$ cat config.mk
export PLATFORM = sky130hd
export DESIGN_NAME = i2s_tx
export DESIGN_NICKNAME = d
export VERILOG_FILES = /design/src/rtl/audio_pkg.sv /design/src/rtl/i2s_sck_gen.sv /design/src/rtl/i2s_tx.sv
export SDC_FILE = /design/constraint.sdc
export NUM_CORES = 1
export LEC_CHECK = 0
export ABC_AREA = 1
export ABC_CLOCK_PERIOD_IN_PS = 1600
export BUFFER_PORTS_ARGS = -buffer_cell sky130_fd_sc_hd__buf_2
export CAP_MARGIN = 20
export CORE_UTILIZATION = 30
export DETAILED_ROUTE_END_ITERATION = 7
export GPL_TIMING_DRIVEN = 0
export PLACE_DENSITY = 0.58
export RECOVER_POWER = 25
export SETUP_SLACK_MARGIN = 0.2
export SLEW_MARGIN = 15
export SYNTH_ARGS = -nofsm -noshare
export SYNTH_HDL_FRONTEND = slang
export SYNTH_SLANG_ARGS = --single-unit
export TNS_END_PERCENT = 20
$ cat constraint.sdc
create_clock -name clk -period 1.6 [get_ports clk]
set_input_delay 0.32 -clock clk [delete_from_list [all_inputs] [get_ports clk]]
set_output_delay 0.32 -clock clk [all_outputs]
set_load 0.03 [all_outputs]
$ cat src/rtl/audio_pkg.sv
// Shared audio definitions: I2S default geometry and transmitter state encoding.
package audio_pkg;
  localparam int DATA_WIDTH_DEF = 16;
  localparam int CLK_DIV_DEF    = 4;

  typedef enum logic {
    ST_IDLE = 1'b0,
    ST_RUN  = 1'b1
  } i2s_state_e;
endpackage

$ cat src/rtl/i2s_sck_gen.sv
// Bit-clock divider: sck toggles every CLK_DIV clk while run is high.
// fall_pulse marks the clk whose closing edge takes sck from 1 to 0.
module i2s_sck_gen
  import audio_pkg::*;
#(
  parameter int CLK_DIV = CLK_DIV_DEF
) (
  input  logic clk,
  input  logic reset_n,
  input  logic run,
  output logic sck,
  output logic fall_pulse
);
  localparam int CW = (CLK_DIV > 1) ? $clog2(CLK_DIV) : 1;

  logic [CW-1:0] r_div;
  logic          r_sck;
  logic          w_wrap;

  assign w_wrap = run && (r_div == CW'(CLK_DIV - 1));

  always_ff @(posedge clk or negedge reset_n) begin
    if (!reset_n) begin
      r_div <= '0;
      r_sck <= 1'b0;
    end else if (!run) begin
      r_div <= '0;
      r_sck <= 1'b0;
    end else if (w_wrap) begin
      r_div <= '0;
      r_sck <= ~r_sck;
    end else begin
      r_div <= r_div + 1'b1;
    end
  end

  assign sck        = r_sck;
  assign fall_pulse = w_wrap & r_sck;
endmodule

$ cat src/rtl/i2s_tx.sv
// I2S transmitter: one-deep sample-pair holding register feeding a {left,right}
// shift register; ws/sd change on sck falling edges, MSB one slot after ws.
module i2s_tx
  import audio_pkg::*;
#(
  parameter int DATA_WIDTH = DATA_WIDTH_DEF,
  parameter int CLK_DIV    = CLK_DIV_DEF
) (
  input  logic                  clk,
  input  logic                  reset_n,
  input  logic [DATA_WIDTH-1:0] s_left,
  input  logic [DATA_WIDTH-1:0] s_right,
  input  logic                  s_valid,
  output logic                  s_ready,
  output logic                  sck,
  output logic                  ws,
  output logic                  sd,
  output logic                  underrun
);
  localparam int FW = 2 * DATA_WIDTH;
  localparam int SW = $clog2(FW);

  i2s_state_e     r_state;
  logic [FW-1:0]  r_hold;
  logic           r_full;
  logic           r_s_ready;
  logic [FW-1:0]  r_shift;
  logic [SW-1:0]  r_slot;
  logic           r_ws;
  logic           r_sd;
  logic           r_underrun;

  logic           w_run;
  logic           w_fall;
  logic           w_accept;
  logic           w_entry;
  logic           w_load;
  logic           w_step;
  logic           w_full_nxt;
  logic [SW-1:0]  w_slot_nxt;

  assign w_run    = (r_state == ST_RUN);
  assign w_accept = s_valid & r_s_ready;

  i2s_sck_gen #(
    .CLK_DIV (CLK_DIV)
  ) u_sck_gen (
    .clk        (clk),
    .reset_n    (reset_n),
    .run        (w_run),
    .sck        (sck),
    .fall_pulse (w_fall)
  );

  // The IDLE->RUN clk is itself a slot-0 load; later loads follow the last slot.
  assign w_entry    = (r_state == ST_IDLE) & r_full;
  assign w_load     = w_entry | (w_fall & (r_slot == SW'(FW - 1)));
  assign w_step     = w_load | w_fall;
  assign w_slot_nxt = w_load ? '0 : r_slot + 1'b1;
  // A load drains the old content before a coinciding accept refills it.
  assign w_full_nxt = w_accept | (r_full & ~w_load);

  always_ff @(posedge clk or negedge reset_n) begin
    if (!reset_n) begin
      r_state    <= ST_IDLE;
      r_hold     <= '0;
      r_full     <= 1'b0;
      r_s_ready  <= 1'b1;
      r_shift    <= '0;
      r_slot     <= '0;
      r_ws       <= 1'b0;
      r_sd       <= 1'b0;
      r_underrun <= 1'b0;
    end else begin
      r_underrun <= w_load & ~r_full;
      r_full     <= w_full_nxt;
      r_s_ready  <= ~w_full_nxt;
      if (w_accept) r_hold <= {s_left, s_right};
      if (w_entry) r_state <= ST_RUN;
      if (w_step) begin
        r_slot  <= w_slot_nxt;
        r_ws    <= (w_slot_nxt >= SW'(DATA_WIDTH));
        // After 2W-1 shifts the MSB holds the old right LSB for the next slot 0.
        r_sd    <= r_shift[FW-1];
        r_shift <= w_load ? (r_full ? r_hold : '0) : (r_shift << 1);
      end
    end
  end

  assign s_ready  = r_s_ready;
  assign ws       = r_ws;
  assign sd       = r_sd;
  assign underrun = r_underrun;
endmodule

Yosys cells after proc, flatten, opt, wreduce, memory -nomap -nowiden
Index checks and enable logic that the tools add are counted.
{"block": "word_totals", "out_inout_bits": 5, "inputBits": 35, "reg_bits": 78}
{"block": "op_classes", "reduce_logical": 1, "mux": 7, "bitwise": 14, "n_addsub": 2, "n_eq_ne": 3, "order_cmp": 1}
{"op": "$mux W32", "n": 2}
{"op": "$and A1 B1 Y1", "n": 6}
{"op": "$add A5 B1 Y5 const B", "n": 1}
{"op": "$eq A5 B5 Y1 const B", "n": 1}
{"op": "$ge A5 B5 Y1 const B", "n": 1}
{"op": "$mux W5", "n": 1}
{"op": "$not A1 Y1", "n": 5}
{"op": "$mux W2", "n": 2}
{"op": "$or A1 B1 Y1", "n": 3}
{"op": "$add A2 B1 Y2 const B", "n": 1}
{"op": "$eq A2 B2 Y1 const B", "n": 1}
{"op": "$mux W1", "n": 2}
{"op": "$ne A2 B1 Y1 const B", "n": 1}
{"op": "$logic_and A1 B1 Y1", "n": 1}

Logic depth before layout (Yosys ltp)
Gate-level depths: netlist of run 1.
{"block": "logic_depth", "ltp_word": 9, "mapped_depth": 8}

Cells and area by module
From an unflattened synthesis of run 1, not the netlist that was laid out.
{"block": "unflattened", "hier_cells": 330, "hier_area_um2": 3407.0}
{"mod": "i2s_tx", "cells_each": 315, "instances": 1, "seq_area_each_um2": 1853.0, "area_each_um2": 3275.6}
{"mod": "i2s_sck_gen", "cells_each": 15, "instances": 1, "seq_area_each_um2": 75.1, "area_each_um2": 131.4}

Worst setup path before layout of run 1
No wires, ideal clock.
{"block": "synth_timing", "kind": "reg2reg", "from": "reg r_slot[0]", "to": "reg r_shift[10]", "path_stages_with_launch": 8, "t_arrival_ps": 1517, "path_slack_ps": 14, "n_path_buf": 1, "path_cell_list": "dfrtp_1 -> ha_1 -> and3_1 -> ha_1 -> clkinv_1 -> clkbuf_1 -> nand4_1 -> nand3_1"}
{"block": "synth_via", "elab_chain_len": 4, "elab_cells_between_ends": 5}
{"element": "from (decl)", "line": "i2s_tx.sv:28", "rtl": "logic [SW-1:0] r_slot;"}
{"element": "from (signal assigned)", "line": "i2s_tx.sv:81", "rtl": "r_slot <= w_slot_nxt;"}
{"element": "$eq A5 B5 Y1 (*)", "line": "i2s_tx.sv:57", "rtl": "assign w_load = w_entry | (w_fall & (r_slot == SW'(FW - 1)));"}
{"element": "$and A1 B1 Y1 (*)", "line": "i2s_tx.sv:57"}
{"element": "$or A1 B1 Y1 (*)", "line": "i2s_tx.sv:57"}
{"element": "$mux W32 / $or A1 B1 Y1 (equally long branches)", "line": "i2s_tx.sv:85, i2s_tx.sv:58"}
{"element": "to (signal assigned)", "line": "i2s_tx.sv:85", "rtl": "r_shift <= w_load ? (r_full ? r_hold : '0) : (r_shift << 1);"}
{"element": "to (decl)", "line": "i2s_tx.sv:27", "rtl": "logic [FW-1:0] r_shift;"}
Mark *: on every way between the ends. The rest lies on a longest branch, timed or not.
A chain may end at the register's enable or synchronous reset.

Final worst setup path of run 1
{"block": "layout_timing", "from": "reg r_slot[1]", "to": "reg r_shift[8]"}
Same word-level chain as after synthesis.

==> qor.txt, run 1 <==
outcome - complete, no violations
core area - 0.0120 mm^2
Pwr per Cell Area - 1160 mW/mm^2
switching power - 1.26 mW
top post-synthesis cells by area - dfrtp_1 (51%), mux2_2 (9.7%), nand2_1 (9.7%)
origin of the critical flop-to-flop path - r_slot[1]
fraction of registers with async set/reset - 100%
GRT Resource Usage Total - 13.9%
sw frac - 23.5%
Post-Route WL - 7920 um
Die Wd - 113 um
largest net degree at the start of global routing - 41
max frequency - 0.625 GHz
post-synthesis simple-gate area fraction - 26.7%
Detailed Routing Iterations Pass 1 - 4
Post-synth EDFFs - 0
Worst Skew - 0.00622 ns
Register-to-Register Path Depth - 8
Synth cell types - 28
Pint - 4.10 mW
Synth Area in Adders - 1.01%
worst relative slew slack - 65.8%
CTS tree - yes
Final Hold Viols - 0
mapped cell area - 0.00370 mm^2
Min-Delay Path Depth - 2
Starting Density - 30.8%
max cap viols - 0
Top Ports - 40
Antenna Diode Count - 0
Static Leakage - 2.46 nW
largest family of logic cells by synthesized area - simple AND/OR/NAND/NOR gates
multi-input logic area - 0.00150 mm^2
syn_nets - 411
Final GP Congestion - 0.755
share of cells above drive strength 1 - 39.5%
kind of critical path - reg2reg
crit-path max FO - 5
most common cell in the netlist - nand2_1
Cells after Synth - 373
Slew @ Worst Pin - 0.514 ns
Min-Delay Endpoint - r_hold[16]
std cell rows - 40
Final Power - 5.37 mW
DR vias/cell - 4.65
min Tclk post-route - 1.60 ns
Worst Setup Start Kind - register
xor-xnor portion of the synthesized cell area - 0.237%
critical path data required time - 1.81 ns
Synth Area in Compound Gates - 0.406%
register bit total from synthesis - 77
Post-route DRC - 0
post-synthesis sequential area ratio - 52.1%
nets - 469
htree depth - 3
Num CTS Buffers - 9
initial antenna violation count - 0
first-pass GRT wire length - 13900 um
clock latency on the worst-skew pair - 0.33 ns
WL/cell - 13.6 um
Synth top area share - 51.4%
Clock Root Buffer - clkbuf_16
Routed Antenna Nets - 0
R2R Setup Slk - 0.001 ns
sequential power share - 44.7%
Yosys warning total - 0
fin crit share - 99.9%
vias in the first global route - 2840
total gr overflow - 0
post-synth top area cell - dfrtp_1
setup TNS - 0 ns
clock-pin slew on the worst setup and hold paths - 0.06 ns
Layout area overhead - 24.6%
Gate power share - 12.8%
final setup violation count - 0
Iteration-0 DRC Markers - 86
synth cell count leaders - nand2_1 (96), dfrtp_1 (76), nand4_1 (36), inv_1 (35), mux2_2 (32)
worst path arrival time - 1.81 ns
VDD IR max - 0.461 mV
crit end category - register
hold_sp - s_left[0]
via count - 2704
Num Clock Sinks - 77
dpl hpwl - 5250 um
die height - 113 um
Main synth FF type - dfrtp_1
clock share of power - 42.4%
mux share of post-synthesis cell area - 9.74%
RSZ-0062 raised after global routing - yes
Slew Viols, Final - 0
clock buffer depth - 2
die area - 0.0128 mm^2
Worst Hold Class - in2reg
FF+latch area - 0.00193 mm^2
final core utilization - 38.4%
input/output buffers - 39
FF-to-FF End - r_shift[8]
fill cell count - 1209
Avg Cell Area, Syn - 9.92 um^2
==> routing by layer <==
metal | wire (um) | GRT usage (%) | vias up
met3 | 262 | 3.37 | 12
met2 | 3920 | 22.6 | 44
met5 | 0 | 0 | -
met1 | 3600 | 17.9 | 1313
met4 | 131 | 5.26 | 0
li1 | - | - | 1335
==> what timing repair did <==
| action | CTS | global route |
|---|---|---|
| endpoints found under the hold margin | 37 | 0 |
| hold buffers | 1 | 0 |
| gates cloned | 1 | 0 |
| endpoints found under the setup margin | 67 | 71 |
| resized for setup | 14 | 12 |
| pin swaps | 1 | 1 |
| buffers inserted | 4 | 1 |
==> area by class of cell <==
class	count	share of cell area (%)
sequential	77	41.8
inverter	38	3.23
multi-input combinational	235	32.5
buffer	23	5.26
tap	147	3.99
clock inverter	3	1.47
clock buffer	12	5.78
timing repair buffer	47	5.92
==> registers in the layout (all words and copies together) (netlist names) <==
name and flops:
u_sck_gen.sck 1, r_state 1, sd 1, underrun 1
u_sck_gen.r_div 2, r_hold 32, r_slot 5, s_ready 1
r_full 1, r_shift 32
==> layout by cell type, fill, tap and decap left out, drive strengths merged <==
cell / synthesis / layout
a21oi: 1 / 1
and3: 1 / 1
buf: 22 / 67
bufinv: 0 / 2
clkbuf: 1 / 14
clkinv: 1 / 1
clkinvlp: 0 / 1
dfrtp: 76 / 76
dfstp: 1 / 1
dlygate4sd3: 0 / 1
ha: 3 / 3
inv: 37 / 37
mux2: 32 / 32
nand2: 114 / 114
nand3: 36 / 36
nand4: 36 / 36
nor2: 8 / 8
o21ai: 2 / 2
or2: 1 / 1
xor2: 1 / 1
==> kinds of logic after synthesis <==
| kind of cell | after synthesis |
|---|---|
| AO/OA/AOI/OAI | 3 |
| flip-flops | 77 |
| multiplexers | 32 |
| adder cells (fa/ha/maj) | 3 |
| AND/OR/NAND/NOR | 196 |
| buffers and inverters | 61 |
| XOR/XNOR | 1 |
==> how the worst max path moves through the flow <==
stage          startpoint           to  slack [ns]  cells past startpoint
2_1_floorplan   r_slot[1]  r_shift[15]        0.11                      8
3_3_place_gp      reset_n   r_hold[16]       -0.37                      1
3_5_place_dp    r_slot[1]  r_shift[17]       -0.06                      8
4_1_cts         r_slot[1]  r_shift[18]       0.009                      8
5_1_grt         r_slot[1]  r_shift[30]       -0.08                      8
6_report        r_slot[1]   r_shift[8]       0.001                      8
==> power groups by stage <==
stage                     Clock, mW  Combinational, mW  Sequential (mW)
after floorplan                   0              0.518             2.39
after global placement            0              0.667             2.43
after detailed placement          0              0.686             2.44
after CTS                      2.32              0.699             2.41
after global routing           2.42              0.802             2.44
final                          2.28              0.689             2.40
==> critical path: stages, from the launching register on <==
cell	delay (ns)
dfrtp_1	0.39
ha_2	0.19
and3_4	0.18
ha_4	0.16
nand4_1	0.14
nand2_4	0.11
buf_2	0.17
nand2_1	0.06
nand3_1	0.06
==> per-stage QoR <==
stage          std cells  cell area [um^2]  setup slack (ns)  hold slack, ns
2_1_floorplan        373              3750             0.113          0.0244
3_3_place_gp         559              4130            -0.365           0.418
3_5_place_dp         560              4150           -0.0602           0.333
4_1_cts              581              4580           0.00919           0.205
5_1_grt              582              4610           -0.0764           0.202
6_report             582              4610          0.000978           0.213
No activity file was read; power rests on OpenSTA's default activity.
==> run 2, diff against run 1 <==
CORE_UTILIZATION = 45   (was 30)
PLACE_DENSITY = 0.76   (was 0.58)
==> run 2 against run 1 <==
Against the previous run:
- core utilization rose by 20 points
- the run now ends with setup timing left
- worst hold slack worse by 0.019 ns
- count of clock-buffer cells in the layout is 2 higher
- via count increased by 2.9%
- design area is 0.27% lower
- largest power group unchanged
- routed wire length down 3.7%
- combinational power increased by 7.5%
- sequential share of layout area up 0.11 points
- die area down 33%
- worst setup slack lost 0.055 ns
- highest routed layer unchanged
==> qor.txt, run 2 (synthesis gave the netlist of run 1 again) <==
first-pass GRT wire length - 12800 um
Worst Skew - 0.00498 ns
largest net degree at the start of global routing - 41
nets - 473
input/output buffers - 39
vias in the first global route - 2775
CTS tree - yes
Num CTS Buffers - 9
Detailed Routing Iterations Pass 1 - 4
Non-Filler Instances - 541
WL/cell - 14.1 um
Buf+Inv Stages, Crit Path - 1
Final GP Congestion - 0.779
crit end category - register
Slew @ Worst Pin - 0.984 ns
FF+latch area - 0.00193 mm^2
share of cells above drive strength 1 - 47.4%
outcome - complete, but fails checks
max incr delay on CP - 0.36 ns
initial antenna violation count - 0
via count - 2783
multi-input logic area - 0.00164 mm^2
Worst Setup Start Kind - register
commonest non-fill, non-tap cell in the layout - dfrtp_1
max frequency - 0.605 GHz
failing checks - setup timing
Final Instance Area - 0.00460 mm^2
CP max-delay cell - dfrtp_1
worst path cell trace - ha_2 -> and3_4 -> ha_4 -> nand4_1 -> nand2_4 -> buf_6 -> nand3_2 -> nand2_1
Final Hold Viols - 0
Pwr per Cell Area - 980 mW/mm^2
clock-pin slew on the worst setup and hold paths - 0.07 ns
CP delay by family, top - simple AND/OR/NAND/NOR gates
RSZ-0062 raised after global routing - yes
clock buffer depth - 2
Post-Route WL - 7630 um
Num Clock Sinks - 77
Iteration-0 DRC Markers - 171
dpl hpwl - 4940 um
worst hold slack - 0.194 ns
dpl cell area - 0.00409 mm^2
Die Wd - 92.7 um
std cell rows - 32
GRT Resource Usage Total - 19.3%
pre-CTS setup slack - -0.0549 ns
Top Ports - 40
final core utilization - 58.6%
Slew Viols, Final - 0
critical path data required time - 1.89 ns
min Tclk post-route - 1.65 ns
Regs by FF count - r_hold (32), r_shift (32), r_slot (5)
max cap viols - 0
core area - 0.00785 mm^2
Worst Hold Class - in2reg
setup TNS - -0.828 ns
Final Power - 4.50 mW
final setup violation count - 32
fin crit share - 103%
VDD IR max - 0.635 mV
PnR worst setup slack - -0.0540 ns
commonest non-fill, non-tap cells in the layout - dfrtp_1 (76), nand2_1 (66), buf_2 (43)
htree depth - 3
Antenna Diode Count - 0
worst relative slew slack - 34.4%
die area - 0.00859 mm^2
worst path arrival time - 1.94 ns
kind of critical path - reg2reg
fill cell count - 681
Starting Density - 47.1%
Static Leakage - 2.56 nW
dpl cells - 515
Routed Antenna Nets - 0
crit-path max FO - 7
clock latency on the worst-skew pair - 0.35 ns
DR vias/cell - 5.14
total gr overflow - 0
Layout area overhead - 24.3%
Clock Root Buffer - clkbuf_8
Post-route DRC - 0
die height - 92.7 um
-- run 2: worst paths after layout --
check	cells past startpoint	to	startpoint	slack (ns)
min in group asynchronous	2	r_hold[21]	reset_n	0.66
max reg2reg	8	r_shift[0]	r_slot[0]	-0.05
min reg2reg	1	u_sck_gen.r_div[0]	u_sck_gen.r_div[0]	0.46
min	2	r_hold[29]	s_left[13]	0.19
max	8	r_shift[0]	r_slot[0]	-0.05
max in group asynchronous	3	s_ready	reset_n	0.14
-- run 2: what timing repair did --
| item | in CTS | in global routing |
|---|---|---|
| gates cloned | 2 | 1 |
| setup endpoints to repair | 41 | 60 |
| hold endpoints to repair | 37 | 0 |
| hold buffers | 1 | 0 |
| pin swaps | 4 | 7 |
| resized for setup | 31 | 35 |
| setup buffers | 4 | 3 |
-- run 2: area by class of cell --
type                       instances  share of cell area (%)
buffer                            23                    5.31
clock buffer                      14                    3.76
clock inverter                     1                   0.109
inverter                          38                    3.24
multi-input combinational        235                    35.6
sequential                        77                    41.9
tap                              102                    2.78
timing repair buffer              51                    7.27
-- run 2: where the power goes --
group          switching, mW  total (mW)  internal [mW]  leakage (nW)
Clock                  0.677        1.36          0.682        0.0926
Sequential             0.155        2.40           2.25         0.982
Combinational          0.371       0.741          0.370          1.48
-- run 2: routing by layer --
metal  track usage (%)  part of all wire, %  wire length [um]
met2              31.5                   50              3840
met3              3.12                  4.1               314
met4              9.23                  2.0               149
met1              25.0                   44              3330
met5                 0                    0                 0
-- run 2: worst register-to-register path, cell delays in order, from the launching register on --
cell and delay, ns:
dfrtp_1 0.36, ha_2 0.18, and3_4 0.19, ha_4 0.14, nand4_1 0.17, nand2_4 0.24
buf_6 0.18, nand3_2 0.07, nand2_1 0.07
==> run 3, diff against run 2 <==
ABC_AREA = unset   (was 1)
PLACE_DENSITY = 0.77   (was 0.76)
==> run 3 against run 2 <==
Against the previous run:
- the flow still finishes with violations (setup timing)
- via count down 28%
- fmax decreased by 13%
- sequential power is essentially flat
- largest power group unchanged
==> qor.txt, run 3 <==
Num CTS Buffers - 9
htree depth - 3
clock latency on the worst-skew pair - 0.35 ns
fill cell count - 558
Regs by FF count - r_hold (32), r_shift (32), r_slot (5)
Worst Setup Start Kind - register
fin crit share - 118%
kind of critical path - reg2reg
Pwr per Cell Area - 1110 mW/mm^2
VDD IR max - 0.592 mV
commonest non-fill, non-tap cell in the layout - dfrtp_1
input/output buffers - 39
syn_nets - 258
max cap viols - 0
crit-path max FO - 9
core area - 0.00679 mm^2
worst path cell trace - ha_2 -> and3_4 -> ha_4 -> and4b_1 -> buf_6 -> buf_6 -> and2_4 -> a221o_1
Yosys warning total - 0
share of cells above drive strength 1 - 51.2%
post-synthesis sequential area ratio - 60.7%
Post-Route WL - 6000 um
Antenna Diode Count - 0
CTS tree - yes
CP delay by family, top - simple AND/OR/NAND/NOR gates
Detailed Routing Iterations Pass 1 - 4
crit end category - register
Slew Viols, Final - 0
setup TNS - -9.11 ns
WL/cell - 15.8 um
Iteration-0 DRC Markers - 152
register bit total from synthesis - 77
Buf+Inv Stages, Crit Path - 2
Worst Hold Class - in2reg
Slew @ Worst Pin - 0.617 ns
Critical path origin - r_slot[1]
post-synth top area cell - dfrtp_1
Worst Skew - 0.0108 ns
most common cell in the netlist - dfrtp_1
Final Hold Viols - 0
Main synth FF type - dfrtp_1
die height - 86.0 um
clock buffer depth - 2
clock-pin slew on the worst setup and hold paths - 0.08 ns
max incr delay on CP - 0.37 ns
worst path arrival time - 2.13 ns
Layout area overhead - 21.5%
worst hold slack - 0.195 ns
Starting Density - 46.8%
max frequency - 0.528 GHz
failing checks - setup timing
Final GP Congestion - 0.710
Post-synth EDFFs - 0
fraction of registers with async set/reset - 100%
multi-input logic area - 0.00121 mm^2
Post-route DRC - 0
RSZ-0062 raised after global routing - yes
dpl cell area - 0.00355 mm^2
vias in the first global route - 2047
Cells after Synth - 220
first-pass GRT wire length - 10400 um
R2R Setup Slk - -0.30 ns
GRT Resource Usage Total - 18.9%
Avg Cell Area, Syn - 14.4 um^2
largest net degree at the start of global routing - 54
initial antenna violation count - 0
hold_sp - s_right[6]
Most common cell on crit path - buf_6
mapped cell area - 0.00318 mm^2
dpl hpwl - 3760 um
Die Wd - 86.0 um
Clock Root Buffer - clkbuf_8
commonest non-fill, non-tap cells in the layout - dfrtp_1 (75), buf_2 (39), mux2_2 (34)
origin of the critical flop-to-flop path - r_slot[1]
min Tclk post-route - 1.90 ns
final setup violation count - 38
total gr overflow - 0
Synth cell types - 31
PnR worst setup slack - -0.295 ns
Final Power - 4.30 mW
die area - 0.00740 mm^2
synth cell count leaders - dfrtp_1 (76), mux2_2 (34), a221o_1 (31), and2_0 (18), and2_1 (11)
outcome - complete, but fails checks
worst relative slew slack - 58.8%
DR vias/cell - 5.31
pre-CTS setup slack - -0.354 ns
std cell rows - 30
via count - 2011
top post-synthesis cells by area - dfrtp_1 (60%), mux2_2 (12%), a221o_1 (9.8%)
CP max-delay cell - dfrtp_1
Final Instance Area - 0.00386 mm^2
Static Leakage - 1.84 nW
Routed Antenna Nets - 0
Synth top area share - 59.8%
Num Clock Sinks - 77
FF+latch area - 0.00193 mm^2
nets - 317
critical path data required time - 1.83 ns
Top Ports - 40
-- run 3: cell types whose count changed after synthesis, sizes merged, moves of 6 or more --
cell	previous run	this run
nand2	114	2
nand3	36	3
a221o	0	31
nand4	36	1
inv	37	0
nor2	8	2
and2	0	33
buf	22	15
-- run 3: cell families after synthesis --
group | count (synthesis) | synth area share [%]
AOI/OAI and AO/OA | 41 | 12.2
xor gates and xnor gates | 1 | 0.276
adders and majority gates | 3 | 1.18
buffers and inverters | 15 | 3.66
DFF | 77 | 60.7
muxes | 34 | 12.0
and+or+nand+nor | 49 | 9.96
-- run 3: repair_timing --
item                                    in CTS  in global routing
hold endpoints to repair                    23                  0
buffers inserted                             4                  2
pin swaps                                    3                  3
hold buffers                                 1                  0
gates resized for setup                     18                 17
gates cloned                                 1                  0
endpoints found under the setup margin      69                 39
-- run 3: path summary, 6_finish.rpt --
| kind | endpoint | depth (start not counted) |
|---|---|---|
| setup / recovery | r_shift[9] | 8 |
| hold / removal | r_hold[6] | 2 |
| setup reg to reg | r_shift[9] | 8 |
| hold reg to reg | u_sck_gen.r_div[0] | 1 |
| max in group asynchronous | r_hold[16] | 3 |
| min in group asynchronous | r_hold[0] | 2 |
-- run 3: layout make-up --
class	instances	area share (%)
Sequential cell	77	50.0
Tap cell	96	3.11
Multi-Input combinational cell	128	31.3
Clock buffer	11	3.92
Buffer	15	3.27
Timing Repair Buffer	48	7.23
Clock inverter	4	1.23
-- run 3: where the power goes --
group / internal [mW] / leakage (nW) / total, mW / switching, mW
combinational: 0.272 / 0.764 / 0.410 / 0.138
clock: 0.791 / 0.101 / 1.47 / 0.678
sequential: 2.25 / 0.980 / 2.42 / 0.170
total: 3.31 / 1.84 / 4.30 / 0.986
-- run 3: metrics by stage --
step	util, %	instances
finish	56.8	379
floorplan	-	220
CTS	56.5	377
global placement	51.7	355
detailed placement	52.2	356
global route	56.8	379
-- run 3: routing by layer --
layer / vias up / wire, um / global-route usage [%] / part of all wire (%)
met2: 48 / 2800 / 28.2 / 47
met3: 10 / 261 / 5.49 / 4.3
met1: 1023 / 2800 / 25.4 / 47
met4: 0 / 145 / 8.94 / 2.4
li1: 930 / - / - / -
met5: - / 0 / 0 / 0
